File: config.mk
export PLATFORM = sky130hd
export DESIGN_NAME = drbg_rand_streamer
export DESIGN_NICKNAME = d
export VERILOG_FILES = /design/src/rtl/drbg_rand_streamer.sv
export SDC_FILE = /design/constraint.sdc
export NUM_CORES = 2
export LEC_CHECK = 0
export CELL_PAD_IN_SITES_DETAIL_PLACEMENT = 1
export CELL_PAD_IN_SITES_GLOBAL_PLACEMENT = 1
export CORE_AREA = 2 2 746 748
export CTS_BUF_LIST = sky130_fd_sc_hd__clkbuf_16
export CTS_CLUSTER_DIAMETER = 50
export CTS_CLUSTER_SIZE = 16
export DETAILED_ROUTE_END_ITERATION = 12
export DIE_AREA = 0 0 748 750
export GPL_TIMING_DRIVEN = 0
export PLACE_DENSITY = 0.3
export SLEW_MARGIN = 10
export SYNTH_ARGS = -nofsm -noshare
export SYNTH_HDL_FRONTEND = slang
export SYNTH_SLANG_ARGS = --single-unit
File: constraint.sdc
create_clock -name clk -period 2.2 [get_ports clk]
set_input_delay 0.44 -clock clk [delete_from_list [all_inputs] [get_ports clk]]
set_output_delay 0.44 -clock clk [all_outputs]
set_load 0.01 [all_outputs]
File: src/rtl/drbg_rand_streamer.sv
// Sequencer/consumer for an AES-256 CTR_DRBG generate core: holds the working state,
// issues generate requests, and streams each 256-bit block as eight 32-bit words.
module drbg_rand_streamer #(
   parameter logic [31:0] RESEED_INTERVAL = 32'h0001_0000,
   parameter logic [31:0] REQ_BITS        = 32'd256
) (
   input  logic         clk,
   input  logic         rst,
   input  logic         inst_load,
   input  logic [255:0] inst_key,
   input  logic [127:0] inst_v,
   input  logic         enable,
   output logic         gen_start,
   output logic [31:0]  gen_requested_bits,
   output logic [383:0] gen_additional_input,
   output logic [255:0] state_key,
   output logic [127:0] state_v,
   output logic [31:0]  state_reseed_counter,
   input  logic         gen_done,
   input  logic         gen_error,
   input  logic [255:0] gen_random_bits,
   input  logic [255:0] gen_key_out,
   input  logic [127:0] gen_v_out,
   input  logic [31:0]  gen_reseed_counter_out,
   output logic [31:0]  out_data,
   output logic         out_valid,
   input  logic         out_ready,
   output logic         reseed_required,
   output logic         error
);

   localparam int unsigned BLK_W  = 256;
   localparam int unsigned WORD_W = 32;
   localparam int unsigned IDX_W  = 3;
   localparam int unsigned ADD_W  = 384;

   typedef enum logic [2:0] {
      S_IDLE   = 3'd0,
      S_REQ    = 3'd1,
      S_WAIT   = 3'd2,
      S_STREAM = 3'd3,
      S_RESEED = 3'd4,
      S_ERR    = 3'd5
   } state_t;

   state_t             state;
   state_t             state_nx;
   logic               state_valid;
   logic [BLK_W-1:0]   blk_q;
   logic [IDX_W-1:0]   idx;

   logic               over_c;
   logic               hs_c;
   logic               last_c;
   logic               load_c;
   logic               capture_c;
   logic               shift_c;

   assign gen_requested_bits   = REQ_BITS;
   assign gen_additional_input = ADD_W'(0);
   assign out_data             = blk_q[BLK_W-1 -: WORD_W];

   assign over_c = state_reseed_counter > RESEED_INTERVAL;
   assign hs_c   = out_valid & out_ready;
   assign last_c = idx == IDX_W'(7);

   // State register
   always_ff @(posedge clk or negedge rst) begin
      if (!rst) state <= S_IDLE;
      else      state <= state_nx;
   end

   // Next-state logic; inst_load takes priority wherever it is honoured
   always_comb begin
      state_nx = state;
      case (state)
         S_IDLE: begin
            if (inst_load)                         state_nx = S_IDLE;
            else if (state_valid && over_c)        state_nx = S_RESEED;
            else if (state_valid && enable)        state_nx = S_REQ;
         end
         S_REQ:    state_nx = S_WAIT;
         S_WAIT: begin
            if (gen_done) state_nx = gen_error ? S_ERR : S_STREAM;
         end
         S_STREAM: begin
            if (inst_load)             state_nx = S_IDLE;
            else if (hs_c && last_c)   state_nx = S_IDLE;
         end
         S_RESEED, S_ERR: begin
            if (inst_load) state_nx = S_IDLE;
         end
         default:  state_nx = S_IDLE;
      endcase
   end

   // Datapath strobes decoded from the current state
   always_comb begin
      load_c    = 1'b0;
      capture_c = 1'b0;
      shift_c   = 1'b0;
      case (state)
         S_IDLE, S_RESEED, S_ERR: load_c = inst_load;
         S_STREAM: begin
            load_c  = inst_load;
            shift_c = hs_c & ~inst_load;
         end
         S_WAIT:   capture_c = gen_done & ~gen_error;
         default: begin
            load_c    = 1'b0;
            capture_c = 1'b0;
            shift_c   = 1'b0;
         end
      endcase
   end

   // Registered outputs, working state and the word buffer (shifted MSB-first)
   always_ff @(posedge clk or negedge rst) begin
      if (!rst) begin
         gen_start            <= 1'b0;
         out_valid            <= 1'b0;
         reseed_required      <= 1'b0;
         error                <= 1'b0;
         state_key            <= '0;
         state_v              <= '0;
         state_reseed_counter <= '0;
         state_valid          <= 1'b0;
         blk_q                <= '0;
         idx                  <= '0;
      end else begin
         gen_start       <= state_nx == S_REQ;
         out_valid       <= state_nx == S_STREAM;
         reseed_required <= state_nx == S_RESEED;
         error           <= state_nx == S_ERR;
         if (load_c) begin
            state_key            <= inst_key;
            state_v              <= inst_v;
            state_reseed_counter <= 32'd1;
            state_valid          <= 1'b1;
            idx                  <= '0;
         end else if (capture_c) begin
            state_key            <= gen_key_out;
            state_v              <= gen_v_out;
            state_reseed_counter <= gen_reseed_counter_out;
            blk_q                <= gen_random_bits;
            idx                  <= '0;
         end else if (shift_c) begin
            blk_q <= {blk_q[BLK_W-WORD_W-1:0], WORD_W'(0)};
            idx   <= IDX_W'(idx + IDX_W'(1));
         end
      end
   end

endmodule

==> tab_implementation.tex <==
\begin{tabular}{lr}
\hline
Metric & Value \\
\hline
\multicolumn{2}{l}{\textbf{Run}} \\
\quad Total of max-cap violations & 0 \\
\multicolumn{2}{l}{\textbf{Routing}} \\
\quad Detailed Route WL & 403,000 µm \\
\quad Total via count after detailed routing & 34,900 \\
\quad Antenna Violating Nets Remaining & 0 \\
\quad Number of design-rule violations left by the first detailed-router iteration & 2,163 \\
\quad DR WL/cell & 31.8 µm \\
\quad DR DRC count & 0 \\
\quad TritonRoute pass-1 iters & 5 \\
\quad Via density per instance & 2.75 \\
\multicolumn{2}{l}{\textbf{Clock network}} \\
\quad Clock input transition at the sequential cells of the worst setup and hold paths & 0.05 ns \\
\quad CTS tree & built \\
\quad Maximum number of buffers from clock root to sink & 4 \\
\quad Clock Sink Count & 683 \\
\quad Cell at the root of the clock tree & sky130\_fd\_sc\_hd\_\_clkbuf\_16 \\
\quad Number of clock buffers inserted by TritonCTS & 172 \\
\quad Worst-skew pair later-pin latency & 0.89 ns \\
\quad Number of H-tree levels & 4 \\
\multicolumn{2}{l}{\textbf{Synthesis}} \\
\quad Fraction of the mapped netlist area in compound gates & 0.167 \\
\quad Main combinational cell family by area after synthesis & compound AO/OA/AOI/OAI gates \\
\quad Cell with the most instances after synthesis & sky130\_fd\_sc\_hd\_\_dfrtp\_1 \\
\quad Post-synthesis share of cell area spent on full adders, half adders and majority gates & 0.000755 \\
\quad Portion of the post-synthesis area used by sequential elements & 0.515 \\
\quad Mux cell area share after synthesis & 0.0680 \\
\quad Count of flip-flops with a built-in enable after synthesis & 0 \\
\quad Mapped Avg Cell Area & 11.0 µm² \\
\quad Post-synthesis share of cell area spent on and, or, nand and nor gates & 0.112 \\
\quad Post-synthesis register bit count & 683 \\
\quad Post-Synthesis Cell Area & 33,200 µm² \\
\quad Flip-flop cell with the highest count after synthesis & sky130\_fd\_sc\_hd\_\_dfrtp\_1 \\
\quad Async set-or-reset flop fraction in the synthesized netlist & 1.00 \\
\quad Synthesis warning total & 0 \\
\quad Synth Area in XOR/XNOR & 0.000491 \\
\quad Ranking of synthesized cells by instance count & sky130\_fd\_sc\_hd\_\_dfrtp\_1, sky130\_fd\_sc\_hd\_\_buf\_4, sky130\_fd\_sc\_hd\_\_and3\_1 \\
\quad Leading area contributor after synthesis & sky130\_fd\_sc\_hd\_\_dfrtp\_1 \\
\quad Count of different cell masters after synthesis & 40 \\
\quad Synth top area cells & sky130\_fd\_sc\_hd\_\_dfrtp\_1, sky130\_fd\_sc\_hd\_\_a221o\_1, sky130\_fd\_sc\_hd\_\_buf\_4 \\
\quad Top cell type's share of synthesized area & 0.515 \\
\quad Post-Syn Instances & 3,018 \\
\multicolumn{2}{l}{\textbf{Final layout}} \\
\quad Layout fillers & 64,700 \\
\quad Share of cells above drive strength 1 & 0.252 \\
\quad Total non-filler cell area in the finished layout & 66,700 µm² \\
\quad Layout-stage area growth over the synthesis result & 101\% \\
\quad Footprint of the flip-flops and latches & 17,100 µm² \\
\quad Number of nets in the final layout & 6,254 \\
\quad Multi-input gate area in the final layout & 13,300 µm² \\
\multicolumn{2}{l}{\textbf{Global routing}} \\
\quad Initial antenna violation count & 292 \\
\quad Global-route usage over all layers & 0.138 \\
\quad GRT Residual Overflow & 0 \\
\quad Global-route wire length before repair & 486,000 µm \\
\quad Number of global-route vias before repair & 36,200 \\
\quad Pin count of the biggest net entering global routing & 78 \\
\multicolumn{2}{l}{\textbf{Worst setup path}} \\
\quad Master of the slowest instance on the critical path & sky130\_fd\_sc\_hd\_\_dfrtp\_2 \\
\quad Data arrival, critical path & 3.01 ns \\
\quad Cells traversed along the worst timing path & nand2b\_4 > nor3\_4 > buf\_12 > buf\_12 > a21oi\_4 > buf\_12 > buf\_16 > buf\_2 > a221o\_1 \\
\quad Worst Setup Start Kind & register \\
\quad Cells on worst reg2reg path & 9 \\
\quad Launch point of the worst reg-to-reg path & state[0]\$\_DFF\_PN0\_ \\
\quad Worst reg-to-reg setup slack & -0.05 ns \\
\quad Critical path type & reg -> reg \\
\quad Sort of element at the end of the critical path & register \\
\quad Most frequent CP cell & sky130\_fd\_sc\_hd\_\_buf\_12 \\
\quad Crit-path max FO & 10 \\
\quad Capturing element of the worst setup path & state\_key[34]\$\_DFFE\_PN0P\_ \\
\quad CP max stage delay & 0.43 ns \\
\quad Critical path launch point & state[0]\$\_DFF\_PN0\_ \\
\quad Worst reg2reg path endpoint & state\_key[34]\$\_DFFE\_PN0P\_ \\
\quad Data required time at the worst endpoint & 2.97 ns \\
\multicolumn{2}{l}{\textbf{Floorplan}} \\
\quad IO Pins & 1,931 \\
\quad Number of placement rows & 274 \\
\quad Die Span Y & 750 µm \\
\quad Effective utilization at floorplan & 0.0598 \\
\quad Total Die Area & 561,000 µm² \\
\quad Core area & 554,000 µm² \\
\quad Die width & 748 µm \\
\multicolumn{2}{l}{\textbf{Worst hold path}} \\
\quad Class of the tightest hold or removal check & in -> reg \\
\quad Start point of the worst hold path & gen\_random\_bits[115] \\
\multicolumn{2}{l}{\textbf{Pwr}} \\
\quad Proportion of power drawn by flip-flops and latches & 0.284 \\
\quad Peak supply drop & 0.551 mV \\
\quad Switching part of the total power & 0.430 \\
\quad Part of the total power dissipated in combinational logic & 0.419 \\
\quad Net Sw Power & 0.0372 W \\
\quad Leakage Power & 27.9 nW \\
\quad Int Pwr & 0.0493 W \\
\quad Power per cell area & 1300 nW/µm² \\
\quad Clock power share & 0.297 \\
\quad Post-layout total power & 0.0865 W \\
\multicolumn{2}{l}{\textbf{Timing}} \\
\quad Minimum clock period after layout & 2.25 ns \\
\quad Crit share post-route & 1.02 \\
\quad Setup repair after global routing missed its margin & yes \\
\quad Worst clock skew & 0.0767 ns \\
\quad Final critical-path setup slack & -0.0459 ns \\
\quad Setup Viol. Count Final & 34 \\
\quad Pins Over Slew Limit & 0 \\
\quad Final hold violation count & 0 \\
\quad Worst max-slew margin expressed relative to the limit & 0.315 \\
\quad F\_max & 445 MHz \\
\quad Actual slew at the worst max-slew pin & 1.03 ns \\
\multicolumn{2}{l}{\textbf{Place}} \\
\quad GP Congestion & 0.866 \\
\quad Post-detailed-placement cell area & 59,400 µm² \\
\quad Port Buffers & 1,514 \\
\quad DP Wirelength & 353,000 µm \\
\multicolumn{2}{l}{\textbf{Run status}} \\
\quad Run status & finished, violations left \\
\quad Failing checks & setup timing \\
\hline
\end{tabular}
timing repair:
action	in CTS	in global routing
pin swaps	4	3
hold endpoints to repair	203	123
hold buffers	11	1
resized for setup	1747	140
buffers inserted	36	2
cloned	8	4
endpoints found under the setup margin	1192	584
cells by family (layout without fill, tap and decap cells):
| group | after synthesis | after routing |
|---|---|---|
| other | 2 | 471 |
| XOR/XNOR | 1 | 1 |
| AND/OR/NAND/NOR | 707 | 707 |
| flip-flops | 683 | 683 |
| AO/OA/AOI/OAI | 686 | 686 |
| buffers and inverters | 712 | 2602 |
| adder cells (fa/ha/maj) | 2 | 2 |
| multiplexers | 225 | 225 |
power groups by stage:
stage / Clock, W / Combinational, W / Sequential, W
finish: 0.0257 / 0.0363 / 0.0245
global route: 0.0272 / 0.0390 / 0.0254
CTS: 0.0268 / 0.0374 / 0.0250
detailed placement: 0 / 0.0375 / 0.0251
global placement: 0 / 0.0368 / 0.0252
floorplan: 0 / 0.0111 / 0.0231
per-layer routing:
layer  track usage  part of all wire  vias up
li1              -                 -    14800
met3        0.0710              0.12      632
met4        0.0282             0.025      164
met1         0.154              0.38    17500
met2         0.233              0.47     1859
met5             0            0.0027        -
worst min-delay path by stage:
stage                                 to  slack, ns  cells past startpoint
2_1_floorplan       blk_q[0]$_DFFE_PN0P_       0.14                      0
3_3_place_gp     state_valid$_DFFE_PN0P_       0.48                      1
3_5_place_dp      blk_q[239]$_DFFE_PN0P_       0.44                      1
4_1_cts        state_key[97]$_DFFE_PN0P_     0.0008                      2
5_1_grt        state_key[97]$_DFFE_PN0P_       0.06                      2
6_report          blk_q[115]$_DFFE_PN0P_       0.14                      3
worst max-delay path, delay by kind of cell (launching register included):
kind | cells | cell delay (ns)
buf+inv | 5 | 0.89
flops | 1 | 0.43
simple gates | 2 | 0.39
compound gates | 2 | 0.36
area by class of cell:
class                   instances  area share
diodes                         55     0.00206
plain buffers                 704      0.0836
clock buffers                 172      0.0646
clock inverters               135      0.0198
inverters                       2    0.000113
multi-input cells            2037       0.200
flip-flops and latches        683       0.257
well taps                    7314       0.137
repair buffers               1589       0.236
registers in the layout, indices dropped and copies added (netlist names):
register / cells
state_v: 128
state_reseed_counter: 32
error: 1
blk_q: 256
out_valid: 1
state: 3
state_key: 256
reseed_required: 1
idx: 3
state_valid: 1
gen_start: 1
cell usage in the layout (no fill, tap or decap), types with 156 or more instances in the layout:
cell	n
sky130_fd_sc_hd__a221o_1	384
sky130_fd_sc_hd__and3_1	342
sky130_fd_sc_hd__buf_2	156
sky130_fd_sc_hd__buf_4	534
sky130_fd_sc_hd__clkbuf_16	182
sky130_fd_sc_hd__clkdlybuf4s50_1	1061
sky130_fd_sc_hd__conb_1	416
sky130_fd_sc_hd__dfrtp_1	647
sky130_fd_sc_hd__dlygate4sd2_1	165
sky130_fd_sc_hd__mux2i_1	223
sky130_fd_sc_hd__nand2_1	281
sky130_fd_sc_hd__o21ai_0	236
stage by stage:
step / hold WS [ns] / TNS, ns / std cells / setup slack, ns / util
2_1_floorplan: 0.144 / 0 / 3432 / 0.360 / -
3_3_place_gp: 0.480 / - / 12300 / -37.48 / 0.107
3_5_place_dp: 0.442 / -1732.88 / 12300 / -2.75 / 0.107
4_1_cts: 0.000833 / -0.504 / 12600 / -0.0924 / 0.119
5_1_grt: 0.0639 / -2.22 / 12600 / -0.0744 / 0.120
6_report: 0.139 / -0.798 / 12700 / -0.0459 / 0.120
No activity file was read; power rests on OpenSTA's default activity.
